--- src/rtl/uart_pkg.sv ---
// rtl/uart_pkg.sv - shared constants, state encoding and error bit indices for the frame receiver
package uart_pkg;

    // Start-of-frame marker
    localparam logic [7:0] SOF = 8'hA5;

    // Receiver FSM states
    typedef enum logic [2:0] {
        ST_HUNT    = 3'd0,
        ST_LEN     = 3'd1,
        ST_PAYLOAD = 3'd2,
        ST_CHK     = 3'd3,
        ST_EMIT    = 3'd4
    } state_t;

    // Bit positions inside the err output
    localparam int ERR_CHK     = 0;
    localparam int ERR_LEN     = 1;
    localparam int ERR_TIMEOUT = 2;
    localparam int ERR_OVERRUN = 3;

endpackage

--- src/rtl/uart_idle_timer.sv ---
// rtl/uart_idle_timer.sv - idle-cycle counter that flags a stalled partial frame
//
// Ports:
//   clk     - clock, rising edge
//   rst     - synchronous active-high reset
//   clear   - restart counting (a byte arrived)
//   enable  - count only while a frame is being parsed
//   expired - high in the cycle the count sits at TIMEOUT-1 with no clear
module uart_idle_timer #(
    parameter int TIMEOUT = 4096
) (
    input  logic clk,
    input  logic rst,
    input  logic clear,
    input  logic enable,
    output logic expired
);

    localparam int W = (TIMEOUT > 1) ? $clog2(TIMEOUT) : 1;
    localparam logic [W-1:0] LAST = W'(TIMEOUT - 1);

    logic [W-1:0] cnt_q;

    // Held at zero while disabled so every entry into a parsing state starts fresh;
    // saturates at LAST because the FSM leaves the counting states on expiry.
    always_ff @(posedge clk) begin
        if (rst || clear || !enable) begin
            cnt_q <= '0;
        end else if (cnt_q != LAST) begin
            cnt_q <= cnt_q + 1'b1;
        end
    end

    // A byte in the same cycle wins over the timeout
    assign expired = enable && !clear && (cnt_q == LAST);

endmodule

--- src/rtl/uart_frame_rx.sv ---
// rtl/uart_frame_rx.sv - SOF/LEN/payload/CHK frame parser with buffered payload emit
//
// Ports:
//   clk, rst           - clock and synchronous active-high reset
//   in_valid, in_data  - one-cycle byte strobe from the UART receiver, no backpressure
//   out_valid, out_ready, out_data, out_last - payload byte stream to the consumer
//   frame_ok           - one-cycle pulse when a frame's checksum matched
//   err                - one-cycle pulses {overrun, timeout, len, chk}
module uart_frame_rx
    import uart_pkg::*;
#(
    parameter int MAX_LEN = 16,
    parameter int TIMEOUT = 4096
) (
    input  logic       clk,
    input  logic       rst,
    input  logic       in_valid,
    input  logic [7:0] in_data,
    output logic       out_valid,
    input  logic       out_ready,
    output logic [7:0] out_data,
    output logic       out_last,
    output logic       frame_ok,
    output logic [3:0] err
);

    localparam int IW = (MAX_LEN > 1) ? $clog2(MAX_LEN) : 1;

    state_t          state_q;
    state_t          state_d;
    logic [7:0]      buffer [MAX_LEN];
    logic [IW-1:0]   wr_idx_q;
    logic [IW-1:0]   rd_idx_q;
    logic [IW-1:0]   last_q;
    logic [7:0]      sum_q;
    logic            frame_ok_q;
    logic [3:0]      err_q;
    logic            ok_d;
    logic [3:0]      err_d;
    logic            timer_en;
    logic            expired;
    logic            len_ok;

    assign len_ok   = (in_data != 8'd0) && (in_data <= 8'(MAX_LEN));
    assign timer_en = (state_q == ST_LEN) || (state_q == ST_PAYLOAD) || (state_q == ST_CHK);

    uart_idle_timer #(
        .TIMEOUT (TIMEOUT)
    ) u_idle_timer (
        .clk     (clk),
        .rst     (rst),
        .clear   (in_valid),
        .enable  (timer_en),
        .expired (expired)
    );

    // State register
    always_ff @(posedge clk) begin
        if (rst) begin
            state_q <= ST_HUNT;
        end else begin
            state_q <= state_d;
        end
    end

    // Next state and the pulse requests that get registered one cycle later
    always_comb begin
        state_d = state_q;
        ok_d    = 1'b0;
        err_d   = 4'd0;
        case (state_q)
            ST_HUNT: begin
                if (in_valid && in_data == SOF) begin
                    state_d = ST_LEN;
                end
            end
            ST_LEN: begin
                if (expired) begin
                    state_d            = ST_HUNT;
                    err_d[ERR_TIMEOUT] = 1'b1;
                end else if (in_valid) begin
                    if (len_ok) begin
                        state_d = ST_PAYLOAD;
                    end else begin
                        state_d        = ST_HUNT;
                        err_d[ERR_LEN] = 1'b1;
                    end
                end
            end
            ST_PAYLOAD: begin
                if (expired) begin
                    state_d            = ST_HUNT;
                    err_d[ERR_TIMEOUT] = 1'b1;
                end else if (in_valid && wr_idx_q == last_q) begin
                    state_d = ST_CHK;
                end
            end
            ST_CHK: begin
                if (expired) begin
                    state_d            = ST_HUNT;
                    err_d[ERR_TIMEOUT] = 1'b1;
                end else if (in_valid) begin
                    if (in_data == sum_q) begin
                        state_d = ST_EMIT;
                        ok_d    = 1'b1;
                    end else begin
                        state_d        = ST_HUNT;
                        err_d[ERR_CHK] = 1'b1;
                    end
                end
            end
            ST_EMIT: begin
                // Incoming bytes cannot be stored while the buffer drains
                if (in_valid) begin
                    err_d[ERR_OVERRUN] = 1'b1;
                end
                if (out_ready && rd_idx_q == last_q) begin
                    state_d = ST_HUNT;
                end
            end
            default: begin
                state_d = ST_HUNT;
            end
        endcase
    end

    // Stream outputs; rd_idx and buffer are frozen in EMIT so data holds under backpressure
    always_comb begin
        out_valid = 1'b0;
        out_data  = 8'h00;
        out_last  = 1'b0;
        if (state_q == ST_EMIT) begin
            out_valid = 1'b1;
            out_data  = buffer[rd_idx_q];
            out_last  = (rd_idx_q == last_q);
        end
    end

    // Indices, checksum and registered pulses
    always_ff @(posedge clk) begin
        if (rst) begin
            wr_idx_q   <= '0;
            rd_idx_q   <= '0;
            last_q     <= '0;
            sum_q      <= 8'd0;
            frame_ok_q <= 1'b0;
            err_q      <= 4'd0;
        end else begin
            frame_ok_q <= ok_d;
            err_q      <= err_d;
            case (state_q)
                ST_LEN: begin
                    if (in_valid && len_ok) begin
                        sum_q    <= in_data;
                        last_q   <= IW'(in_data - 8'd1);
                        wr_idx_q <= '0;
                    end
                end
                ST_PAYLOAD: begin
                    if (in_valid) begin
                        wr_idx_q <= wr_idx_q + 1'b1;
                        sum_q    <= sum_q + in_data;
                    end
                end
                ST_CHK: begin
                    rd_idx_q <= '0;
                end
                ST_EMIT: begin
                    if (out_ready) begin
                        rd_idx_q <= (rd_idx_q == last_q) ? '0 : rd_idx_q + 1'b1;
                    end
                end
                default: begin
                end
            endcase
        end
    end

    // Payload storage keeps its contents across reset
    always_ff @(posedge clk) begin
        if (state_q == ST_PAYLOAD && in_valid) begin
            buffer[wr_idx_q] <= in_data;
        end
    end

    assign frame_ok = frame_ok_q;
    assign err      = err_q;

endmodule

--- config.mk ---
export PLATFORM = sky130hd
export DESIGN_NAME = uart_frame_rx
export DESIGN_NICKNAME = d
export VERILOG_FILES = /design/src/rtl/uart_pkg.sv /design/src/rtl/uart_idle_timer.sv /design/src/rtl/uart_frame_rx.sv
export SDC_FILE = /design/constraint.sdc
export NUM_CORES = 1
export LEC_CHECK = 0
export CORE_MARGIN = 3
export CORE_UTILIZATION = 43
export CTS_CLUSTER_DIAMETER = 30
export DETAILED_ROUTE_END_ITERATION = 6
export GPL_TIMING_DRIVEN = 0
export HOLD_SLACK_MARGIN = 0.06
export PLACE_DENSITY = 0.71
export SLEW_MARGIN = 40
export SYNTH_ARGS = -nofsm -noshare
export SYNTH_HDL_FRONTEND = slang
export SYNTH_HIERARCHICAL = 1
export SYNTH_SLANG_ARGS = --single-unit
export TNS_END_PERCENT = 5
--- constraint.sdc ---
create_clock -name clk -period 2.45 [get_ports clk]
set_clock_uncertainty 0.1 [all_clocks]
set_input_delay 0.6125 -clock clk [delete_from_list [all_inputs] [get_ports clk]]
set_output_delay 0.6125 -clock clk [all_outputs]
set_load 0.1 [all_outputs]
==> results of run 1 <==
layout by cell type, fill, tap and decap left out, types with 9 or more instances in the layout:
| cell type | netlist | final |
|---|---|---|
| edfxtp_1 | 128 | 128 |
| clkbuf_1 | 6 | 9 |
| xnor2_1 | 11 | 11 |
| buf_12 | 0 | 15 |
| a21oi_1 | 19 | 19 |
| nor2_1 | 38 | 25 |
| clkbuf_16 | 0 | 17 |
| o21ai_0 | 11 | 10 |
| nand2_1 | 23 | 20 |
| inv_1 | 9 | 9 |
| dfxtp_1 | 44 | 43 |
| mux4_2 | 40 | 40 |
| buf_2 | 7 | 16 |
| nor3_1 | 19 | 15 |
| ha_1 | 15 | 15 |
| and2_4 | 0 | 9 |
| nand3_1 | 11 | 11 |
power by group through the flow:
| stage | registers [W] | logic (W) | clock network [W] |
|---|---|---|---|
| 2_1_floorplan | 0.00320 | 0.0000790 | 0 |
| 3_3_place_gp | 0.00319 | 0.000160 | 0 |
| 3_5_place_dp | 0.00320 | 0.000169 | 0 |
| 4_1_cts | 0.00313 | 0.000166 | 0.00270 |
| 5_1_grt | 0.00313 | 0.000187 | 0.00282 |
| 6_report | 0.00313 | 0.000169 | 0.00266 |
worst register-to-register path: stages, from the launching register on:
cell      delay, ps
dfxtp_1         370
ha_1            180
clkbuf_1        330
nand4_1         300
nor3b_2         450
nor3b_1         110
o21ai_1         320
a21bo_2         190
a21oi_1          50
cells by family (layout without fill, tap and decap cells):
family | count (synthesis) | in the layout
muxes | 40 | 40
AOI/OAI and AO/OA | 67 | 67
adders and majority gates | 16 | 16
DFF | 172 | 172
xor gates and xnor gates | 17 | 17
and+or+nand+nor | 155 | 155
buffers and inverters | 34 | 98
stage by stage:
stage          hold WS [ps]  TNS (ps)  total power [W]  worst slack (ps)  instance area (µm²)
6_report              374.6     -5799         0.005963            -727.4                 8932
4_1_cts               376.9     -9038         0.005993            -752.3                 8886
5_1_grt               392.7     -7111         0.006136            -780.6                 8932
2_1_floorplan         344.8    -565.9         0.003278            -70.74                 7480
3_3_place_gp          357.0   -143660         0.003355             -1407                 8015
3_5_place_dp          368.9   -120450         0.003364             -1251                 7980
sequential cells by signal, summed over array words and instances, names as in the netlist, named ones only:
register / count
last_q: 4
u_idle_timer/cnt_q: 12
sum_q: 8
buffer: 128
state_q: 3
wr_idx_q: 4
err: 4
rd_idx_q: 4
frame_ok: 1
metal layers:
metal	vias to the layer above	track usage, %
met2	139	29.09
met4	0	5.322
met5	-	0
met1	2253	23.45
li1	2065	-
met3	23	4.602
how the worst min path moves through the flow:
| stage | to | depth (start not counted) | slack, ps |
|---|---|---|---|
| after floorplan | u_idle_timer/cnt_q[1] | 2 | 340 |
| after global placement | u_idle_timer/cnt_q[1] | 2 | 360 |
| after detailed placement | sum_q[5] | 2 | 370 |
| after CTS | sum_q[5] | 2 | 380 |
| after global routing | u_idle_timer/cnt_q[1] | 2 | 390 |
| final | u_idle_timer/cnt_q[1] | 2 | 370 |
timing repair:
| action | 4_1_cts | 5_1_grt |
|---|---|---|
| gates cloned | 1 | 0 |
| buffers inserted | 3 | 0 |
| pin swaps | 4 | 6 |
| setup endpoints to repair | 161 | 106 |
| gates resized for setup | 91 | 19 |
Yosys cell counts, types with 2 or more instances:
library cell,count
edfxtp_1,128
dfxtp_1,44
mux4_2,40
nor2_1,38
nand2_1,23
a21oi_1,19
nor3_1,19
ha_1,15
and2_1,11
nand3_1,11
o21ai_0,11
xnor2_1,11
inv_1,9
a211oi_1,8
nand4_1,8
buf_2,7
nor3b_1,7
clkbuf_1,6
or3_1,6
xor2_1,6
a311oi_1,5
a31oi_1,5
buf_1,5
nor2b_1,4
a21o_1,3
and3_2,3
buf_4,3
nand2b_1,3
a211o_1,2
a311o_1,2
a41o_1,2
and3_1,2
and4_1,2
buf_6,2
nand3b_1,2
nand4b_1,2
nor4b_1,2
o211a_1,2
o21a_1,2
or3b_2,2
layout make-up:
class	instances	area (µm²)
well taps	220	275.3
repair buffers	32	401.6
multi-input cells	295	2720
flip-flops and latches	172	4726
fillers	1329	7828
plain buffers	24	182.7
inverters	10	45.04
clock buffers	21	440.4
clock inverters	11	141.4
==> impl_results.md, run 1 <==
- Status: finished, violations left
- Failing checks: negative setup slack
- # setup viols final: 11
- Top Ports: 27
- Hold Vio Cnt, Final: 0
- Worst EP required: 1740 ps
- Worst path slowest cell: mux4_2
- Clock power share: 44.7%
- Hold Crit Class: reg -> reg
- PwrDens: 667.6 nW/µm²
- Setup ws final: -727.4 ps
- Synth warn: 6
- Fmax: 314.7 MHz
- Switch Pwr: 0.001183 W
- Compound-gate portion of the synthesized area: 6.056%
- First-pass GRT wire length: 24.93 mm
- Initial core utilization: 44.38%
- Final Max Tran Viols: 0
- Row Count: 47
- Worst-path maximum fanout: 5
- Mapped cell area: 7438 µm²
- Overall routing resource usage: 17.77%
- Total CTS buffers: 17
- Placed Cells: 749
- CTS Root Cell: clkbuf_16
- Clk Latency, worst-skew pair: 430 ps
- HPWL after DPL: 10.34 mm
- RSZ-0062 raised after global routing: true
- Int Power: 0.004780 W
- Sw Ratio: 19.84%
- Reg power frac: 52.5%
- Detail Route met2 WL: 7.811 mm
- Drt drc: 0
- Worst Path Buf+Inv: 4
- Mux share of post-synthesis cell area: 12.11%
- Largest family of logic cells by synthesized area: multiplexers
- Max cap viols: 0
- Core footprint: 16760 µm²
- FF-to-FF End: state_q[0]
- Synth Area in Adders: 2.792%
- Diode count: 0
- CTS tree: done
- Initial antenna violation count: 0
- PortBufs: 26
- Sequential fraction of the synthesis area: 63.52%
- Post-layout minimum cycle time: 3177 ps
- Worst r2r path cells: 8
- Chip width: 137.5 µm
- Largest net degree at the start of global routing: 24
- Post-synth EDFFs: 128
- Cell mode on critical path: buf_12
- Xor and xnor area share after synthesis: 2.002%
- Crit path max-delay family: multiplexers
- Post-DRT Antenna Nets: 0
- Yosys top cell area share: 51.67%
- Slew @ Worst Pin: 803.8 ps
- Number of global-route vias before repair: 4458
- Top post-synthesis cells by area: edfxtp_1, mux4_2, dfxtp_1
- Clk slew on worst S/H paths: 60 ps
- Main synth FF type: edfxtp_1
- CP endpoint: out_data[0]
- Critical path startpoint category: flip-flop
- Rel. slew slack: 46.41%
- Syn nets: 529
- Routed wire length: 15.64 mm
- Leak: 2.899 nW
- Die area: 18910 µm²
- Worst path cell trace: buf_6, buf_12, buf_12, mux4_2, mux4_2, and2_4, buf_12
- Syn Inst Count: 501
- First-pass detailed-route iteration total: 5
- Max Root-Sink Buffers: 2
- Worst R2R Setup Slack: -90 ps
- Max stage delay on crit path: 550 ps
- Final period utilization: 129.7%
- Worst endpoint data arrival time: 2460 ps
- FF+latch count, synth: 172
- Total number of vias: 4480
- Crit path depth: 7
- # H-tree levels: 4
- Final non-filler cell total: 785
- Top Layer Used: met4
- GR Overflow Total: 0
- Kind of critical path: reg -> out
- Initial DRC count: 352
- Element type at the critical path end: primary output
- Core Util, Final: 53.30%
- Sink Count: 172
- Vias per inst: 5.707
- Chip height: 137.5 µm
- Area growth syn-to-layout: 20.08%
- VDD IR max: 0.5584 mV
- Post-Synth Simple-Gate Area: 11.32%
- GP Congestion: 0.8620
- Hold buffers post-CTS: 0
- Nets: 580
- Synth unique cells: 59
- Synth Area per Inst: 14.85 µm²
- Logic pwr share: 2.8%
- Ys async rst share: 0%
- Fraction of layout cells with a size suffix above 1: 27.43%
- Worst r2r src: u_idle_timer/cnt_q[0]
- Cell taking the most area after synthesis: edfxtp_1
- WL/cell: 19.93 µm
- WL met1: 6.696 mm
- Hold Startpoint: u_idle_timer/cnt_q[1]
- WL met3: 930 µm
Power figures use the tool's default switching activity.
==> run 2, diff against run 1 <==
REMOVE_ABC_BUFFERS = 1   (was not set)
==> run 2 against run 1 <==
Against the previous run:
- the flow still finishes with violations (negative setup slack)
- maximum frequency up 0.26%
- die area unchanged
- sequential share of layout area up 1.2 points
- non-clock buffer count down 24
- final area down 1.9%
- flip-flop and latch count unchanged
- wire length up 1.9%
- critical path depth down 2
- via count down 2.2%
- total power down 1.0%
- largest cell class unchanged
- largest power group unchanged
- highest routed layer unchanged
==> impl_results.md, run 2 (synthesized netlist as in run 1, its figures left out) <==
- Status: finished, violations left
- Failing checks: negative setup slack
- Worst-path maximum fanout: 6
- Fmax: 315.5 MHz
- First-pass detailed-route iteration total: 5
- Switch Pwr: 0.001227 W
- Max cap viols: 0
- Cell mode on critical path: mux4_2
- First-pass GRT wire length: 24.85 mm
- Top Ports: 27
- Drt drc: 0
- Nets: 556
- Chip width: 137.5 µm
- Sink Count: 172
- Logic pwr share: 2.7%
- Number of global-route vias before repair: 4355
- Int Power: 0.004674 W
- VDD IR max: 0.5293 mV
- Element type at the critical path end: primary output
- # setup viols final: 8
- Most frequent cells in the layout: edfxtp_1, mux4_2, dfxtp_1
- Leak: 2.834 nW
- # H-tree levels: 4
- PortBufs: 26
- Max stage delay on crit path: 540 ps
- Die area: 18910 µm²
- Largest register FFs: 128
- Rel. slew slack: 54.41%
- Worst EP required: 1740 ps
- Initial antenna violation count: 0
- RSZ-0062 raised after global routing: true
- Largest net degree at the start of global routing: 31
- Sw Ratio: 20.79%
- Peak-usage layer in the global routing report: met2
- Core footprint: 16760 µm²
- Chip height: 137.5 µm
- Overall routing resource usage: 17.85%
- Routed wire length: 15.95 mm
- WL/cell: 20.96 µm
- Slew @ Worst Pin: 682.9 ps
- Fraction of layout cells with a size suffix above 1: 27.36%
- HPWL after DPL: 10.00 mm
- Vias per inst: 5.760
- Commonest non-fill, non-tap cell in the layout: edfxtp_1
- Hold Crit Class: reg -> reg
- Area growth syn-to-layout: 17.83%
- Final period utilization: 129.4%
- Reg power frac: 53.1%
- Worst path slowest cell: mux4_2
- Initial core utilization: 44.38%
- Largest regs: buffer x128, u_idle_timer/cnt_q x12, sum_q x8
- Clock power share: 44.2%
- Reg with most FFs: buffer
- Met1 Resource Use GR: 25.12%
- Worst path cell trace: clkbuf_16, mux4_2, mux4_2, and2_4, buf_12
- CTS tree: done
- GP Congestion: 0.8363
- GR Overflow Total: 0
- Clk slew on worst S/H paths: 60 ps
- Worst setup slack after placement: -1293 ps
- Row Count: 47
- Kind of critical path: reg -> out
- Post-DRT Antenna Nets: 0
- Worst endpoint data arrival time: 2460 ps
- CTS Root Cell: clkbuf_16
- Max Root-Sink Buffers: 2
- Hold Vio Cnt, Final: 0
- Initial DRC count: 293
- Routing usage on met2: 27.77%
- Setup ws final: -719.3 ps
- Final Max Tran Viols: 0
- Total CTS buffers: 17
- PwrDens: 673.3 nW/µm²
- Post-layout minimum cycle time: 3169 ps
- Fin Hold WS: 386.5 ps
- Critical path startpoint category: flip-flop
- Diode count: 0
- GR Util met3: 4.346%
- Clk Latency, worst-skew pair: 430 ps
- Total number of vias: 4383
## run 2: cell type report
cell class	instances	area (µm²)
Inverter	10	40.04
Clock inverter	14	142.6
Tap cell	220	275.3
Sequential cell	172	4738
Timing Repair Buffer	32	436.7
Fill cell	1360	7995
Multi-Input combinational cell	295	2703
Clock buffer	18	429.2
## run 2: metrics by stage
step	area (µm²)	util (%)	setup TNS, ps	std cells	power (W)
6_report	8765	52.30	-5653	761	0.005902
5_1_grt	8765	52.30	-6032	761	0.006079
4_1_cts	8597	51.30	-7955	759	0.005945
3_5_place_dp	7846	46.82	-127290	725	0.003357
3_3_place_gp	7848	46.82	-154910	723	0.003350
2_1_floorplan	7312	-	-10910	477	0.003267
## run 2: what timing repair did
action                                  CTS  global route
gates cloned                              1             2
endpoints found under the hold margin     0             0
buffers inserted                          1             0
pin swaps                                 1             5
hold buffers                              0             0
endpoints found under the setup margin  160           139
gates resized for setup                  67            37
## run 2: metal layers
layer	vias up	share of wire, %
li1	2025	-
met1	2192	44
met2	149	49
met3	17	6.6
met4	0	1.0
met5	-	0
## run 2: worst paths after layout
check,startpoint,endpoint,slack [ps],cells past startpoint
worst max-delay path,flip-flop,out_data[6],-720,5
worst min-delay path,sum_q[5],sum_q[5],390,2
worst max register to register,state_q[1],buffer[8][1],190,4
worst min register to register,sum_q[5],sum_q[5],390,2
## run 2: power by group through the flow
| stage | clock network, W | registers [W] | logic [W] |
|---|---|---|---|
| after floorplan | 0 | 0.00320 | 0.0000647 |
| after global placement | 0 | 0.00320 | 0.000151 |
| after detailed placement | 0 | 0.00320 | 0.000158 |
| after CTS | 0.00266 | 0.00313 | 0.000154 |
| after global routing | 0.00277 | 0.00313 | 0.000174 |
| final | 0.00261 | 0.00313 | 0.000158 |
## run 2: critical path, delay by kind of cell (launching register included)
family	cells	cell delay [ps]
flip-flops	1	470
multiplexers	2	1030
buffers and inverters	2	370
AND/OR/NAND/NOR	1	160
==> run 3, diff against run 2 <==
clock period = 2.7 ns   (was 2.45 ns; I/O delays follow)
==> run 3 against run 2 <==
Against the previous run:
- the run still ends with negative setup slack left
- critical path type unchanged
- final area fell by 1.4%
- critical endpoint is now out_data[1]
- sequential share of layout area grew 0.72 points
- die area is the same
==> impl_results.md, run 3 (synthesized netlist as in run 1, its figures left out) <==
- VDD IR max: 0.4755 mV
- WL/cell: 20.88 µm
- Fmax: 307.7 MHz
- Register area: 4733 µm²
- Hold buffers post-CTS: 0
- Initial core utilization: 44.38%
- Worst EP required: 1920 ps
- Number of global-route vias before repair: 4333
- Worst-path maximum fanout: 12
- # setup viols final: 9
- Worst R2R Setup Slack: 160 ps
- Area of the multi-input gates: 2654 µm²
- Setup_tns: -4079 ps
- Rel. slew slack: 55.03%
- Worst path cell trace: buf_16, mux4_2, mux4_2, and2_1, buf_6
- Post-layout minimum cycle time: 3250 ps
- CTS tree: done
- Reg with most FFs: buffer
- Max cap viols: 0
- Kind of critical path: reg -> out
- Element type at the critical path end: primary output
- Commonest non-fill, non-tap cell in the layout: edfxtp_1
- Critical path startpoint category: flip-flop
- Met1 Resource Use GR: 25.06%
- Worst setup slack after placement: -1105 ps
- Vias per inst: 5.736
- Worst path slowest cell: mux4_2
- Routed wire length: 15.87 mm
- Largest net degree at the start of global routing: 31
- Final period utilization: 120.4%
- Final Max Tran Viols: 0
- Worst r2r path cells: 4
- Top Ports: 27
- PwrDens: 618.9 nW/µm²
- Fraction of layout cells with a size suffix above 1: 25.19%
- Overall routing resource usage: 17.77%
- Chip width: 137.5 µm
- Largest register FFs: 128
- Initial antenna violation count: 0
- Status: finished, violations left
- Worst Path Buf+Inv: 2
- Largest regs: buffer x128, u_idle_timer/cnt_q x12, sum_q x8
- Die area: 18910 µm²
- Total number of vias: 4359
- Layout filler cell count: 1375
- Area growth syn-to-layout: 16.16%
- Sink Count: 172
- Failing checks: negative setup slack
- CP endpoint: out_data[1]
- GR Util met3: 4.383%
- Max stage delay on crit path: 560 ps
- Peak-usage layer in the global routing report: met2
- First-pass detailed-route iteration total: 5
- Cell mode on critical path: mux4_2
- Clk Latency, worst-skew pair: 420 ps
- Setup ws final: -550.2 ps
- First-pass GRT wire length: 24.68 mm
- Nets: 555
- Slew @ Worst Pin: 673.6 ps
- Core footprint: 16760 µm²
- RSZ-0062 raised after global routing: true
- CTS Root Cell: clkbuf_16
- Post-DRT Antenna Nets: 0
- Total CTS buffers: 17
- Chip height: 137.5 µm
- Initial DRC count: 342
- GP Congestion: 0.8363
- HPWL after DPL: 10.00 mm
- GR Overflow Total: 0
- Clk slew on worst S/H paths: 60 ps
- Worst r2r src: state_q[1]
- Worst endpoint data arrival time: 2480 ps
- Most frequent cells in the layout: edfxtp_1, dfxtp_1, mux4_2
- Diode count: 0
- Leak: 2.786 nW
- Hold Crit Class: reg -> reg
- Crit path depth: 5
- Routing usage on met2: 27.52%
- Crit path max-delay family: multiplexers
- # H-tree levels: 4
- Hold Vio Cnt, Final: 0
- FF-to-FF End: buffer[7][3]
- Row Count: 47
- Max Root-Sink Buffers: 2
- PortBufs: 26
- Drt drc: 0
## run 3: cell types whose count changed in the layout (fill, tap and decap cells not counted), moves of 2 or more
cell and change:
buf_12 -6, dfxtp_1 +2, and2_1 +4, and2_4 -5
clkdlybuf4s15_2 +2, buf_6 +6, clkbuf_4 -2
## run 3: worst min-delay path by stage
stage | endpoint | startpoint | slack [ps] | cells past startpoint
2_1_floorplan | sum_q[5] | sum_q[5] | 340 | 2
3_3_place_gp | u_idle_timer/cnt_q[1] | u_idle_timer/cnt_q[1] | 360 | 2
3_5_place_dp | sum_q[5] | sum_q[5] | 380 | 2
4_1_cts | sum_q[5] | sum_q[5] | 390 | 2
5_1_grt | u_idle_timer/cnt_q[7] | u_idle_timer/cnt_q[7] | 420 | 1
6_report | sum_q[5] | sum_q[5] | 390 | 2
## run 3: through the flow
| step | std cells | hold slack (ps) | area, µm² | utilization (%) | power, W |
|---|---|---|---|---|---|
| after floorplan | 477 | 341.2 | 7312 | - | 0.002965 |
| after global placement | 723 | 356.8 | 7848 | 46.82 | 0.003040 |
| after detailed placement | 725 | 375.0 | 7846 | 46.82 | 0.003046 |
| after CTS | 759 | 385.2 | 8531 | 50.90 | 0.005395 |
| after global routing | 760 | 415.2 | 8641 | 51.56 | 0.005514 |
| final | 760 | 386.5 | 8641 | 51.56 | 0.005348 |
## run 3: final cells by class
type                            count  area share (%)
Sequential cell                   172           54.78
Multi-Input combinational cell    295           30.71
Clock buffer                       18           4.967
Timing Repair Buffer               31           4.243
Tap cell                          220           3.186
Clock inverter                     14           1.651
Inverter                           10          0.4634
## run 3: timing repair
item | in CTS | in global routing
buffers inserted | 1 | 0
gates cloned | 1 | 1
resized for setup | 39 | 31
pin swaps | 0 | 1
setup endpoints to repair | 158 | 154
## run 3: worst min-delay path: cells and delay by family (launching register included)
kind	cells	cell delay, ps
AND/OR/NAND/NOR	1	70
AO/OA/AOI/OAI	1	60
flip-flops	1	320
## run 3: per-layer routing
metal  up-vias  wire, µm
met1      2173      6881
met4         0       162
met5         -         0
li1       2022         -
met3        18      1099
met2       146      7723
## run 3: report_power, final
| group | internal (W) | leakage [nW] | total, W | switching [W] |
|---|---|---|---|---|
| Sequential | 0.00284 | 1.51 | 0.00284 | 0.00000791 |
| Combinational | 0.0000418 | 0.999 | 0.000139 | 0.0000971 |
| Clock | 0.00136 | 0.280 | 0.00237 | 0.00100 |
| Total | 0.00424 | 2.79 | 0.00535 | 0.00111 |
